===== src/rtl/eth_tx_pkg.sv =====
// Shared encodings and field sizes for the RMII transmit frame controller.
package eth_tx_pkg;

  typedef enum logic [3:0] {
    ST_IDLE      = 4'd0,
    ST_PREAMBLE  = 4'd1,
    ST_SFD       = 4'd2,
    ST_DEST_ADDR = 4'd3,
    ST_SRC_ADDR  = 4'd4,
    ST_LEN_TYPE  = 4'd5,
    ST_DATA      = 4'd6,
    ST_PAD       = 4'd7,
    ST_FCS       = 4'd8,
    ST_IFG       = 4'd9
  } tx_state_e;

  localparam int SFD_BYTES      = 1;
  localparam int MAC_BYTES      = 6;
  localparam int LEN_TYPE_BYTES = 2;
  localparam int FCS_BYTES      = 4;

  localparam int DEF_CYC_PER_BYTE   = 4;
  localparam int DEF_PREAMBLE_BYTES = 7;
  localparam int DEF_IFG_BYTES      = 12;
  localparam int DEF_MIN_PAYLOAD    = 46;
  localparam int DEF_MAX_PAYLOAD    = 1500;
  localparam int DEF_LEN_W          = 11;

  function automatic logic on_wire(input tx_state_e s);
    return (s != ST_IDLE) && (s != ST_IFG);
  endfunction

endpackage


===== src/rtl/eth_tx_byte_pacer.sv =====
// Dibit phase counter within a wire byte; flags the last phase as the byte boundary.
module eth_tx_byte_pacer #(
  parameter int pCyc_Per_Byte = 4
) (
  input  logic       Clk,
  input  logic       Rst_n,
  input  logic       i_clr,
  input  logic       i_hold,
  output logic [2:0] o_phase,
  output logic       o_boundary
);

  localparam logic [2:0] LP_LAST = 3'(pCyc_Per_Byte - 1);

  logic [2:0] r_phase;

  always_ff @(posedge Clk or negedge Rst_n) begin
    if (!Rst_n) begin
      r_phase <= '0;
    end else if (i_clr || i_hold || (r_phase == LP_LAST)) begin
      r_phase <= '0;
    end else begin
      r_phase <= r_phase + 3'd1;
    end
  end

  assign o_phase    = r_phase;
  assign o_boundary = !i_hold && (r_phase == LP_LAST);

endmodule


===== src/rtl/eth_tx_frame_ctrl.sv =====
// RMII transmit frame sequencer: preamble, header, FIFO payload, pad, FCS and IFG,
// each field timed by a down-counter of remaining bytes that reloads on state change.
module eth_tx_frame_ctrl
  import eth_tx_pkg::*;
#(
  parameter int pCyc_Per_Byte   = DEF_CYC_PER_BYTE,
  parameter int pPreamble_Bytes = DEF_PREAMBLE_BYTES,
  parameter int pMin_Payload    = DEF_MIN_PAYLOAD,
  parameter int pMax_Payload    = DEF_MAX_PAYLOAD,
  parameter int pIfg_Bytes      = DEF_IFG_BYTES,
  parameter int pLen_W          = DEF_LEN_W
) (
  input  logic              Clk,
  input  logic              Rst_n,
  input  logic              Eth_En,
  input  logic              Tx_Abort,
  input  logic              Fifo_Empty,
  output logic [3:0]        Tx_Ctrl_FSM_State,
  output logic              Tx_En,
  output logic              Fifo_Rd,
  output logic              Crc_Init,
  output logic              Crc_En,
  output logic [2:0]        Byte_Phase,
  output logic [2:0]        Byte_Idx,
  output logic              Pad_Sel,
  output logic              Fcs_Sel,
  output logic [pLen_W-1:0] Payload_Len,
  output logic              Frame_Done,
  output logic              Frame_Abort,
  output logic              Len_Err
);

  localparam logic [pLen_W-1:0] LP_ONE = pLen_W'(1);
  localparam logic [pLen_W-1:0] LP_MIN = pLen_W'(pMin_Payload);
  localparam logic [pLen_W-1:0] LP_MAX = pLen_W'(pMax_Payload);

  tx_state_e         r_state;
  tx_state_e         w_next;
  logic [pLen_W-1:0] r_left;
  logic [pLen_W-1:0] w_load;
  logic [pLen_W-1:0] r_len;
  logic [pLen_W-1:0] w_len_inc;
  logic [2:0]        r_idx;
  logic [2:0]        w_phase;
  logic              w_bnd;
  logic              w_abort;
  logic              w_field_end;
  logic              w_data_exit;
  logic              r_crc_init;
  logic              r_abort_pulse;

  eth_tx_byte_pacer #(
    .pCyc_Per_Byte(pCyc_Per_Byte)
  ) u_pacer (
    .Clk       (Clk),
    .Rst_n     (Rst_n),
    .i_clr     (w_abort),
    .i_hold    (r_state == ST_IDLE),
    .o_phase   (w_phase),
    .o_boundary(w_bnd)
  );

  assign w_abort     = Tx_Abort && on_wire(r_state);
  assign w_field_end = w_bnd && (r_left == '0);
  assign w_len_inc   = r_len + LP_ONE;
  assign w_data_exit = w_bnd && (Fifo_Empty || (w_len_inc == LP_MAX));

  always_ff @(posedge Clk or negedge Rst_n) begin
    if (!Rst_n) begin
      r_state <= ST_IDLE;
    end else begin
      r_state <= w_next;
    end
  end

  always_comb begin
    w_next = r_state;
    case (r_state)
      ST_IDLE:      if (Eth_En)      w_next = ST_PREAMBLE;
      ST_PREAMBLE:  if (w_field_end) w_next = ST_SFD;
      ST_SFD:       if (w_field_end) w_next = ST_DEST_ADDR;
      ST_DEST_ADDR: if (w_field_end) w_next = ST_SRC_ADDR;
      ST_SRC_ADDR:  if (w_field_end) w_next = ST_LEN_TYPE;
      ST_LEN_TYPE:  if (w_field_end) w_next = Fifo_Empty ? ST_PAD : ST_DATA;
      ST_DATA:      if (w_data_exit) w_next = (w_len_inc < LP_MIN) ? ST_PAD : ST_FCS;
      ST_PAD:       if (w_field_end) w_next = ST_FCS;
      ST_FCS:       if (w_field_end) w_next = ST_IFG;
      ST_IFG:       if (w_field_end) w_next = ST_IDLE;
      default:                       w_next = ST_IDLE;
    endcase
    if (w_abort) w_next = ST_IFG;
  end

  // Byte count (minus one) of the field being entered; pad only tops up the payload.
  always_comb begin
    w_load = '0;
    case (w_next)
      ST_PREAMBLE:              w_load = pLen_W'(pPreamble_Bytes - 1);
      ST_SFD:                   w_load = pLen_W'(SFD_BYTES - 1);
      ST_DEST_ADDR,
      ST_SRC_ADDR:              w_load = pLen_W'(MAC_BYTES - 1);
      ST_LEN_TYPE:              w_load = pLen_W'(LEN_TYPE_BYTES - 1);
      ST_PAD:                   w_load = (r_state == ST_DATA) ? (LP_MIN - w_len_inc - LP_ONE)
                                                              : (LP_MIN - LP_ONE);
      ST_FCS:                   w_load = pLen_W'(FCS_BYTES - 1);
      ST_IFG:                   w_load = pLen_W'(pIfg_Bytes - 1);
      default:                  w_load = '0;
    endcase
  end

  always_ff @(posedge Clk or negedge Rst_n) begin
    if (!Rst_n) begin
      r_left        <= '0;
      r_idx         <= '0;
      r_len         <= '0;
      r_crc_init    <= 1'b0;
      r_abort_pulse <= 1'b0;
    end else begin
      r_crc_init    <= (r_state == ST_IDLE) && Eth_En;
      r_abort_pulse <= w_abort;
      if (w_next != r_state) begin
        r_left <= w_load;
        r_idx  <= '0;
      end else if (w_bnd) begin
        r_idx <= r_idx + 3'd1;
        if (r_left != '0) r_left <= r_left - LP_ONE;
      end
      if ((r_state == ST_IDLE) && Eth_En) begin
        r_len <= '0;
      end else if ((r_state == ST_DATA) && w_bnd && !w_abort) begin
        r_len <= w_len_inc;
      end
    end
  end

  always_comb begin
    Tx_En      = on_wire(r_state);
    Crc_En     = (r_state >= ST_DEST_ADDR) && (r_state <= ST_PAD);
    Fifo_Rd    = (r_state == ST_DATA) && (w_phase == 3'd0);
    Pad_Sel    = (r_state == ST_PAD);
    Fcs_Sel    = (r_state == ST_FCS);
    Frame_Done = (r_state == ST_FCS) && w_field_end && !w_abort;
    Len_Err    = (r_state == ST_DATA) && w_data_exit && !Fifo_Empty && !w_abort;
  end

  assign Tx_Ctrl_FSM_State = r_state;
  assign Byte_Phase        = w_phase;
  assign Byte_Idx          = r_idx;
  assign Payload_Len       = r_len;
  assign Crc_Init          = r_crc_init;
  assign Frame_Abort       = r_abort_pulse;

endmodule


===== config.mk =====
export PLATFORM = sky130hd
export DESIGN_NAME = eth_tx_frame_ctrl
export DESIGN_NICKNAME = d
export VERILOG_FILES = /design/src/rtl/eth_tx_pkg.sv /design/src/rtl/eth_tx_byte_pacer.sv /design/src/rtl/eth_tx_frame_ctrl.sv
export SDC_FILE = /design/constraint.sdc
export NUM_CORES = 1
export LEC_CHECK = 0
export ABC_AREA = 1
export BUFFER_PORTS_ARGS = -buffer_cell sky130_fd_sc_hd__clkbuf_2
export CORE_MARGIN = 10
export CORE_UTILIZATION = 60
export CTS_CLUSTER_DIAMETER = 80
export DETAILED_ROUTE_END_ITERATION = 8
export PLACE_DENSITY = 0.82
export REMOVE_ABC_BUFFERS = 1
export SLEW_MARGIN = 20
export SYNTH_ARGS = -nofsm -noshare
export SYNTH_HDL_FRONTEND = slang
export SYNTH_SLANG_ARGS = --single-unit

===== constraint.sdc =====
create_clock -name Clk -period 7.84 [get_ports Clk]
set_input_delay 0.392 -clock Clk [delete_from_list [all_inputs] [get_ports Clk]]
set_output_delay 0.392 -clock Clk [all_outputs]
set_load 0.02 [all_outputs]

==> impl_results.rst <==
.. list-table::
   :header-rows: 1

   * - Metric
     - Value
   * - Crit path time final
     - 3.05 ns
   * - Kind of path behind the tightest hold check
     - input pin to asynchronous set/reset pin
   * - Number of nets still failing antenna checks after routing
     - 0
   * - Number of design-rule violations left by the first detailed-router iteration
     - roughly 220
   * - Number of nets in the layout
     - 450
   * - Worst Tran Pin Value
     - about 0.85 ns
   * - Total vias in the final route
     - about 2800
   * - Setup TNS
     - 0 ns
   * - Count of H-tree levels built during CTS
     - 2
   * - Starting density of the core
     - between 60% and 70%
   * - Chain of cells forming the critical path
     - ha_1 > nand2_2 > nor2_2 > nand2_1 > nand2_1 > nand2_1 > a21oi_1 > nand3_1 > nand2_2 > nand2_1 > nand2_1 > nand2_1 > nand2_1 > nand3_2 > nand2_1 > nand2_1 > nor2_8 > nand3_2 > inv_2 > nand2_1 > nand2_1
   * - Run status
     - complete, no violations
   * - Number of antenna violations at the first check in global routing
     - 0
   * - Yosys warns
     - 0
   * - I/O pin count
     - 35
   * - Sequential-to-total area share from yosys stat
     - a little under a third
   * - Post-CTS setup-driven buffer insertion count
     - 0
   * - Max IR drop VDD
     - 0.216 mV
   * - Critical path class
     - flop to flop
   * - Post-Route Skew
     - between 0.007 and 0.008 ns
   * - Cts repair resizes
     - 0
   * - Maximum fanout along the worst path
     - 11
   * - Area share of fa/ha/maj cells after synthesis
     - 3.62%
   * - Leading cell type in the layout, fill and taps excluded
     - sky130_fd_sc_hd__nand2_1
   * - Post-route DRC violation count
     - 0
   * - Post-synthesis average cell area
     - 6.92 um2
   * - Worst slack at placement
     - between 4 and 5 ns
   * - TritonCTS buffer count
     - 5
   * - Rel. slew slack
     - ~43%
   * - Area delta synth->final
     - 11.8%
   * - Most common cell on crit path
     - sky130_fd_sc_hd__nand2_1
   * - Setup repair after global routing missed its margin
     - no
   * - Number of diodes
     - 0
   * - Share of synthesized flip-flops with an asynchronous set or reset
     - between 90% and 100%
   * - RD Place Congestion
     - between 1 and 1.5
   * - Vert. Die Dim
     - 87.8 um
   * - Placed instance area
     - 0.00298 mm2
   * - Fin area
     - 0.00309 mm2
   * - Average wire per cell in the routed design
     - around 14 um
   * - Number of synthesized register bits
     - 34
   * - NetSw
     - between 0.6 and 0.7 mW
   * - Pwr Total
     - 1.14 mW
   * - Required time of the worst setup path
     - slightly above 8 ns
   * - Total congestion overflow
     - 0
   * - Clock root buffer master
     - sky130_fd_sc_hd__clkbuf_8
   * - Type of destination of the critical path
     - flop
   * - Fraction of the mapped netlist area in simple logic gates
     - 43.6%
   * - Fraction of synthesized area in multiplexers
     - 0%
   * - Power density over cell area
     - approximately 370 mW/mm2
   * - Number of buffers between clock root and the deepest sink
     - 2
   * - Filler cell count
     - 403
   * - Total global routing track utilization
     - roughly a fifth
   * - Post-DR vias/cell
     - 5.63
   * - Achievable Freq
     - 328 MHz
   * - Drt pass-1 iters
     - 6
   * - Site Rows
     - 24
   * - Primary flip-flop cell chosen by synthesis mapping
     - sky130_fd_sc_hd__dfrtp_1
   * - Mapped Area
     - 0.00276 mm2
   * - Post-detailed-routing wire length
     - approximately 7000 um
   * - Synth Area in XOR/XNOR
     - 4.12%
   * - Max incr delay on CP
     - 0.47 ns
   * - Pin count of the biggest net entering global routing
     - 35
   * - Number of port buffers
     - 34
   * - Number of hold-slack violations in the final timing report
     - 0
   * - Post-synthesis compound-gate area fraction
     - 9.20%
   * - Via count of the first global-routing pass
     - around 2700
   * - Crit path arrival time
     - about 3.3 ns
   * - Post-route clock period utilization
     - just under 40%
   * - Leakage Power
     - roughly 1.6 nW
   * - Clk network pwr share
     - between 10% and 20%
   * - Global-route wire length before repair
     - 12200 um
   * - Proportion of power drawn by combinational gates
     - between 60 and 70%
   * - Post-layout utilization of the core
     - about 70%
   * - Sequential power share
     - about 26%
   * - Number of violations of the max-capacitance limit
     - 0
   * - Estimated wirelength of the detail-placed design
     - between 5000 and 6000 um
   * - Slowest CP cell
     - sky130_fd_sc_hd__dfrtp_1
   * - Share of final-layout standard cells stronger than drive strength 1
     - between 20% and 30%
   * - Leading cell types in the layout, fill and taps excluded
     - 121 x sky130_fd_sc_hd__nand2_1, 44 x sky130_fd_sc_hd__inv_1, 40 x sky130_fd_sc_hd__nor2_1, 34 x sky130_fd_sc_hd__dfrtp_1, 34 x sky130_fd_sc_hd__clkbuf_2
   * - Die ar.
     - roughly 0.0077 mm2
   * - Clock sink count
     - 34
   * - Net switching share of the total power
     - 52.9%
   * - Number of failing setup endpoints in the final timing report
     - 0
   * - Cell count after synthesis
     - 399
   * - Hold_buf cts
     - 0
   * - Combinational family with the most area after synthesis
     - simple AND/OR/NAND/NOR gates
   * - Number of slew-limit violations in the final report
     - 0
   * - Horizontal die dimension
     - just under 90 um
   * - Setup slack after layout
     - roughly 4.8 ns
   * - CTS clock-pin slew for the worst setup and hold paths
     - around 0.080 ns
   * - Number of enable-type register cells in the synthesized netlist
     - 0
   * - Area of the core
     - roughly 0.0044 mm2
   * - Synth unique cells
     - 39
   * - CTS tree
     - yes
   * - CP Launch Type
     - flop
   * - Cell-internal power
     - 0.537 mW
   * - Clock latency on the worst-skew pair
     - about 0.29 ns
worst max-delay path: cells and delay by family, from the launching register on:
family / cells / cell delay, ns
simple gates: 18 / 1.89
flops: 1 / 0.47
fa+ha+maj: 1 / 0.27
buf+inv: 1 / 0.20
compound gates: 1 / 0.14
sequential cells by signal, summed over array words and instances (netlist names):
signal	flops
Payload_Len	11
r_left	11
Tx_Ctrl_FSM_State	4
Byte_Idx	3
u_pacer.o_phase	3
Crc_Init	1
Frame_Abort	1
through the flow:
step / hold slack [ns] / cells
floorplan: 0.0964 / 395
global placement: 0.479 / 482
detailed placement: 0.500 / 482
CTS: 0.233 / 490
global route: 0.248 / 490
finish: 0.198 / 490
power by group through the flow:
stage | Clock [mW] | Sequential [mW] | Combinational [mW]
final | 0.155 | 0.290 | 0.695
after floorplan | 0 | 0.320 | 0.493
after global routing | 0.165 | 0.298 | 0.784
after global placement | 0 | 0.289 | 0.674
after detailed placement | 0 | 0.292 | 0.687
after CTS | 0.158 | 0.289 | 0.691
cells in the mapped netlist, types with 2 or more instances:
cell,instances,share of area (%)
sky130_fd_sc_hd__nand2_1,121,16
sky130_fd_sc_hd__inv_1,44,6.0
sky130_fd_sc_hd__nor2_1,40,5.4
sky130_fd_sc_hd__dfrtp_1,34,31
sky130_fd_sc_hd__nand3_1,29,5.3
sky130_fd_sc_hd__nand4_1,12,2.7
sky130_fd_sc_hd__inv_2,11,1.5
sky130_fd_sc_hd__nand2_2,11,2.5
sky130_fd_sc_hd__o22ai_1,9,2.0
sky130_fd_sc_hd__ha_1,8,3.6
sky130_fd_sc_hd__nand3_2,7,2.5
sky130_fd_sc_hd__nor3_1,7,1.3
sky130_fd_sc_hd__o21ai_0,7,1.3
sky130_fd_sc_hd__xor2_1,7,2.2
sky130_fd_sc_hd__xnor2_1,6,1.9
sky130_fd_sc_hd__a21oi_1,5,0.91
sky130_fd_sc_hd__nor2_2,5,1.1
sky130_fd_sc_hd__nand2_4,4,1.6
sky130_fd_sc_hd__o211ai_1,4,1.1
sky130_fd_sc_hd__nor2_8,3,2.2
sky130_fd_sc_hd__o21ai_1,3,0.54
sky130_fd_sc_hd__o21ai_2,3,0.95
sky130_fd_sc_hd__clkbuf_1,2,0.27
sky130_fd_sc_hd__nor2_4,2,0.82
final cells by class:
type	instances	area [um2]	share of cell area (%)
Tap cell	52	65.1	2.11
Timing Repair Buffer	35	178	5.75
Inverter	56	211	6.85
Multi-Input combinational cell	305	1670	54.2
Clock buffer	8	110	3.57
Sequential cell	34	851	27.6
per-layer routing:
metal	part of all wire [%]	global-route usage (%)
met1	45	25.3
met2	47	31.2
met3	6.3	3.44
met4	1.2	5.22
met5	0	0
worst paths after layout:
path,start,to,slack [ns],depth (start not counted)
worst max-delay path,Payload_Len[0]$_DFFE_PN0P_,r_left[10]$_DFFE_PN0P_,4.79,21
worst min-delay path,Rst_n,Payload_Len[4]$_DFFE_PN0P_,0.20,1
worst max register to register,Payload_Len[0]$_DFFE_PN0P_,r_left[10]$_DFFE_PN0P_,4.79,21
worst min register to register,u_pacer.o_phase[0]$_DFF_PN0_,u_pacer.o_phase[0]$_DFF_PN0_,0.50,1
max in group asynchronous,Rst_n,r_left[6]$_DFFE_PN0P_,7.10,1
min in group Clk,Eth_En,Crc_Init$_DFF_PN0_,0.44,3
cells by family after synthesis:
group,after synthesis
adders and majority gates,8
buffers and inverters,60
AOI/OAI and AO/OA,38
xor gates and xnor gates,13
DFF,34
and+or+nand+nor,246
Power figures use the tool's default switching activity.
